<file path="config.mk">
export PLATFORM = sky130hd
export DESIGN_NAME = control_sequencer
export DESIGN_NICKNAME = d
export VERILOG_FILES = /design/src/rtl/control_sequencer.sv
export SDC_FILE = /design/constraint.sdc
export NUM_CORES = 1
export LEC_CHECK = 0
export CAP_MARGIN = 5
export CELL_PAD_IN_SITES_DETAIL_PLACEMENT = 2
export CELL_PAD_IN_SITES_GLOBAL_PLACEMENT = 2
export CORE_UTILIZATION = 24
export CTS_BUF_LIST = sky130_fd_sc_hd__clkbuf_4 sky130_fd_sc_hd__clkbuf_8
export DETAILED_ROUTE_END_ITERATION = 12
export MAX_ROUTING_LAYER = met4
export PLACE_DENSITY = 0.9
export SYNTH_ARGS = -nofsm -noshare
export SYNTH_HDL_FRONTEND = slang
export SYNTH_SLANG_ARGS = --single-unit
export TNS_END_PERCENT = 10
</file>
<file path="constraint.sdc">
create_clock -name CLK -period 2.85 [get_ports CLK]
set_input_delay 0.855 -clock CLK [delete_from_list [all_inputs] [get_ports CLK]]
set_output_delay 0.855 -clock CLK [all_outputs]
set_load 0.03 [all_outputs]
</file>
<file path="src/rtl/control_sequencer.sv">
// -----------------------------------------------------------------------------
// control_sequencer
//   Multi-cycle instruction sequencer for the RAT CPU. Steps through
//   INIT -> FETCH -> EXEC -> [WAIT] -> FETCH, and inserts an INTR cycle at an
//   instruction boundary when an enabled interrupt is pending. Each of the
//   NUM_INT request channels has a sticky pending bit. Bit 0 has the highest
//   priority, and one channel is acknowledged per INTR cycle.
//
// Ports
//   CLK          clock, rising edge
//   RESET        asynchronous active-low reset
//   INT_REQ      level interrupt requests, bit 0 = highest priority
//   IS_MEM_OP    decoder: current instruction touches scratch/IO memory
//   INT_EN_SET   decoder: SEI / RETIE executing (honoured in EXEC only)
//   INT_EN_CLR   decoder: CLI / RETID executing (honoured in EXEC only, wins)
//   RST          datapath reset pulse (INIT)
//   IR_LD        load instruction register (FETCH)
//   PC_INC       increment PC (FETCH)
//   EXEC_EN      decoder write strobes valid (EXEC)
//   MEM_HOLD     memory wait state, datapath holds (WAIT)
//   PC_LD        load PC from PC_MUX_SEL source (INTR)
//   PC_MUX_SEL   2'b10 selects INT_VEC during INTR, else 2'b00
//   INT_VEC      vector of the acknowledged channel during INTR, else 0
//   PUSH_PC      push PC / decrement SP (INTR)
//   FLG_SHAD_LD  copy C/Z to shadow flags (INTR)
//   INT_ACK      one-hot acknowledge (INTR)
//   I_FLAG       interrupt enable status
//   INT_PENDING  OR of the pending bits (registered)
// -----------------------------------------------------------------------------
module control_sequencer #(
    parameter int              NUM_INT  = 4,
    parameter int              PC_W     = 10,
    parameter logic [PC_W-1:0] VEC_BASE = PC_W'(10'h3FF),
    parameter int              MEM_WAIT = 0
) (
    input  logic               CLK,
    input  logic               RESET,
    input  logic [NUM_INT-1:0] INT_REQ,
    input  logic               IS_MEM_OP,
    input  logic               INT_EN_SET,
    input  logic               INT_EN_CLR,
    output logic               RST,
    output logic               IR_LD,
    output logic               PC_INC,
    output logic               EXEC_EN,
    output logic               MEM_HOLD,
    output logic               PC_LD,
    output logic [1:0]         PC_MUX_SEL,
    output logic [PC_W-1:0]    INT_VEC,
    output logic               PUSH_PC,
    output logic               FLG_SHAD_LD,
    output logic [NUM_INT-1:0] INT_ACK,
    output logic               I_FLAG,
    output logic               INT_PENDING
);

    typedef enum logic [2:0] {
        ST_INIT  = 3'd0,
        ST_FETCH = 3'd1,
        ST_EXEC  = 3'd2,
        ST_WAIT  = 3'd3,
        ST_INTR  = 3'd4
    } state_t;

    // The counter is loaded with MEM_WAIT-1 on entry, so WAIT spans MEM_WAIT cycles.
    localparam int          WAIT_LOAD_I = (MEM_WAIT > 0) ? (MEM_WAIT - 1) : 0;
    localparam logic [3:0]  WAIT_LOAD   = 4'(WAIT_LOAD_I);

    state_t               state_reg, state_next;
    logic [NUM_INT-1:0]   pend_reg, pend_next;
    logic                 i_flag_reg, i_flag_next;
    logic [3:0]           cnt_reg, cnt_next;
    logic                 rst_strobe;

    // Priority select: first_pend has only the lowest-index pending bit set.
    logic [NUM_INT-1:0]   first_pend;
    logic [NUM_INT:0]     lower_pend;
    logic [PC_W-1:0]      vec_sel;

    assign lower_pend[0] = 1'b0;

    generate
        for (genvar gi = 0; gi < NUM_INT; gi++) begin : g_prio
            assign first_pend[gi]     = pend_reg[gi] & ~lower_pend[gi];
            assign lower_pend[gi + 1] = lower_pend[gi] | pend_reg[gi];
        end
    endgenerate

    always_comb begin
        vec_sel = '0;
        for (int i = 0; i < NUM_INT; i++) begin
            if (first_pend[i]) begin
                vec_sel = VEC_BASE - PC_W'(i);
            end
        end
    end

    always_ff @(posedge CLK or negedge RESET) begin
        if (!RESET) begin
            state_reg  <= ST_INIT;
            pend_reg   <= '0;
            i_flag_reg <= 1'b0;
            cnt_reg    <= 4'd0;
        end else begin
            state_reg  <= state_next;
            pend_reg   <= pend_next;
            i_flag_reg <= i_flag_next;
            cnt_reg    <= cnt_next;
        end
    end

    always_comb begin
        state_next  = state_reg;
        cnt_next    = cnt_reg;
        i_flag_next = i_flag_reg;
        rst_strobe  = 1'b0;
        IR_LD       = 1'b0;
        PC_INC      = 1'b0;
        EXEC_EN     = 1'b0;
        MEM_HOLD    = 1'b0;
        PC_LD       = 1'b0;
        PC_MUX_SEL  = 2'b00;
        INT_VEC     = '0;
        PUSH_PC     = 1'b0;
        FLG_SHAD_LD = 1'b0;
        INT_ACK     = '0;

        case (state_reg)
            ST_INIT: begin
                rst_strobe = 1'b1;
                state_next = ST_FETCH;
            end
            ST_FETCH: begin
                IR_LD      = 1'b1;
                PC_INC     = 1'b1;
                state_next = ST_EXEC;
            end
            ST_EXEC: begin
                EXEC_EN = 1'b1;
                if (INT_EN_CLR) begin
                    i_flag_next = 1'b0;
                end else if (INT_EN_SET) begin
                    i_flag_next = 1'b1;
                end
                if (IS_MEM_OP && (MEM_WAIT > 0)) begin
                    state_next = ST_WAIT;
                    cnt_next   = WAIT_LOAD;
                end else begin
                    // Use the post-SEI/CLI enable so the instruction's own boundary sees it.
                    state_next = (|(pend_reg & {NUM_INT{i_flag_next}})) ? ST_INTR : ST_FETCH;
                end
            end
            ST_WAIT: begin
                MEM_HOLD = 1'b1;
                if (cnt_reg != 4'd0) begin
                    cnt_next = cnt_reg - 4'd1;
                end else begin
                    state_next = (|(pend_reg & {NUM_INT{i_flag_next}})) ? ST_INTR : ST_FETCH;
                end
            end
            ST_INTR: begin
                PC_LD       = 1'b1;
                PC_MUX_SEL  = 2'b10;
                PUSH_PC     = 1'b1;
                FLG_SHAD_LD = 1'b1;
                INT_ACK     = first_pend;
                INT_VEC     = vec_sel;
                i_flag_next = 1'b0;
                state_next  = ST_FETCH;
            end
            default: begin
                state_next = ST_INIT;
            end
        endcase

        // A request still high during its own ack cycle re-pends.
        pend_next = (pend_reg & ~INT_ACK) | INT_REQ;
    end

    // The INIT pulse is masked while reset is held, so all outputs read 0 in reset.
    assign RST         = rst_strobe & RESET;
    assign I_FLAG      = i_flag_reg;
    assign INT_PENDING = |pend_reg;

endmodule
</file>
==> out/qor.yml <==
report.final.slew_viol_count: 0
clk_latency_ns: 0.28
p_per_area_nw_per_um2: 788.3
place_congestion: 0.7345
die_x_um: 59.49
cp_slowest_stage_delay_ns: 0.54
stdcell_area_um2: 1089
firstDrtPassIters: 2
pwr-share-clk: 0.163
p_seq_frac: 0.258
synth_warnings: 0
antenna_cells: 0
synth.cell_area_um2: 793.3
synth_top_family_by_area: "simple AND/OR/NAND/NOR gates"
start_util: 0.2556
syn_to_final_growth_pct: 37.22
synth_cells: 90
synth-async-reset-ratio: 1.000
crit_path_end_kind: "output port"
grtUsageTotal: 0.1506
vias: 706
grt_overflow: 0
design.core.area_um2: 3103
fin_nets: 125
hold_class: "register to register"
yosysTopAreaCellShare: 0.3785
antenna_found_initial: 0
path_class: "register to output port"
critPathRequiredTime_ns: 2.00
intPower_uw: 465.4
yosysMostFrequentCell: "buf_4"
clkTransAtPathRegs_ns: 0.08
hold_violations: 0
io_buffers: 32
worstPathCellList: "or3b_1, clkinv_4, and3_1, dlygate4sd2_1"
switching_share: 0.4577
synth_compound_area_frac: 0.1167
setup_viol: 0
first_iter_violations: 14
max_freq_ghz: 0.3679
synth_cell_types: 34
holdBufCountCts: 0
total_leakage_power_uw: 0.0005607
drc: 0
cts_max_path_buffers: 2
p_sw_uw: 392.7
cp_top_family: "simple AND/OR/NAND/NOR gates"
comb_power_share: 0.579
synth.largest_area_cell: "dfrtp_1"
fp-row-count: 20
clkSinkCount: 12
synth-edff-count: 0
path_max_fanout: 8
finalSetupTns_ns: 0
period_share: 0.9537
h-tree-depth: 1
cts_buffers: 3
fp.dieH_um: 59.49
outcome: "finished, final reports clean"
crit_buf_inv: 2
tritoncts: "yes"
vdd_drop_max_mv: 0.3252
drtAntennaViolNets: 0
power_uw: 858.1
rsz0062_at_grt: "false"
synth_ff_type: "dfrtp_1"
synthTopCellsByArea: "dfrtp_1 38%, buf_4 12%, nor3_1 3.8%"
grt_max_degree: 13
drv_cap: 0
post-dp-hpwl_um: 1695
ys_seq_area_frac: 0.3785
drive_above_1_share: 0.2281
skew_ns: 0.0006431
first_global_vias: 766
synth_xor_area_frac: 0.02208
post-route-min-period_ns: 2.718
crit_arrival_ns: 1.86
synth_mux_area_frac: 0.01262
whs_ns: 0.5018
placed_cell_area_um2: 1055
synth_fa_ha_area_frac: 0.01577
grt_pass1_wl_um: 3808
critPathSlowestCell: "or3b_1"
io_pins: 35
cts_setup_buffers: 0
synth_simple_gate_area_share: 0.2382
yosys-top-cells-count: "13 x buf_4, 12 x dfrtp_1, 8 x inv_1, 8 x nor2_1, 6 x nor3_1"
ys_ff_latch: 12
synth_nets: 100
die_area_um2: 3539
avgSynthCellArea_um2: 8.814
crit_path_start_kind: "register"
routed_wl_um: 2172
cts-root-buf: "clkbuf_4"
detail_route.wl_per_cell_um: 13.75
viasPerCell: 4.468
==> path summary, 6_finish.rpt <==
| check | start | endpoint | slack (ns) | cells past startpoint |
|---|---|---|---|---|
| max in group asynchronous | RESET | pend_reg[2] | 1.79 | 2 |
| worst max-delay path | state_reg[1] | INT_ACK[2] | 0.13 | 4 |
| worst min register to register | cnt_reg[2] | cnt_reg[2] | 0.50 | 1 |
| worst max register to register | cnt_reg[0] | state_reg[1] | 1.18 | 5 |
| min in group asynchronous | RESET | state_reg[1] | 0.91 | 2 |
| worst min-delay path | cnt_reg[2] | cnt_reg[2] | 0.50 | 1 |
==> cell families after synthesis <==
family,Yosys count
compound gates,15
mux,1
fa+ha+maj,1
flops,12
other cells,1
simple gates,32
buf+inv,26
xor+xnor,2
==> layout make-up <==
class	count	area, um^2
Clock buffer	4	36.28
Fill cell	371	2014
Inverter	9	38.79
Multi-Input combinational cell	52	334.1
Sequential cell	12	300.3
Tap cell	44	55.05
Timing Repair Buffer	37	324.1
==> repair_timing <==
item,in CTS,in global routing
resized for setup,10,6
pin swaps,0,0
endpoints found under the setup margin,10,12
hold endpoints to repair,0,0
==> power groups by stage <==
stage	Clock, uW	Combinational (uW)	Sequential [uW]
CTS	146	502	222
floorplan	0	368	225
finish	140	497	221
global route	151	540	226
global placement	0	498	219
detailed placement	0	512	225
==> routing by layer <==
metal | routed length [um] | vias up | GRT usage
met2 | 1096 | 31 | 0.2632
met3 | 159 | 4 | 0.01747
met1 | 891 | 337 | 0.1750
li1 | - | 334 | -
met4 | 25 | 0 | 0.05980
met5 | 0 | - | -
==> placed cells by master, fill, tap and decap left out, types with 2 or more instances in the layout <==
master,count
buf_4,14
dfrtp_1,12
clkdlybuf4s50_1,11
dlygate4sd2_1,9
inv_1,8
nor2_1,7
nor3_1,6
a21oi_1,4
o21ai_0,4
a21o_1,3
clkbuf_4,3
or3b_1,2
nor4_1,2
xnor2_1,2
or2_2,2
nand3_1,2
dlymetal6s2s_1,2
==> metrics by stage <==
step	setup WS [ns]	utilization	std cells
global route	0.04636	0.3508	158
finish	0.1321	0.3508	158
floorplan	0.07631	-	90
global placement	0.1365	0.3399	154
CTS	0.02016	0.3476	158
detailed placement	0.07648	0.3399	154
==> worst reg2reg max path: stages, from the launching register on <==
cell	delay [ns]
dfrtp_1	0.39
inv_1	0.10
ha_1	0.19
or3b_1	0.40
and2_4	0.20
or2_2	0.27
(Power assumes the default switching activity.)
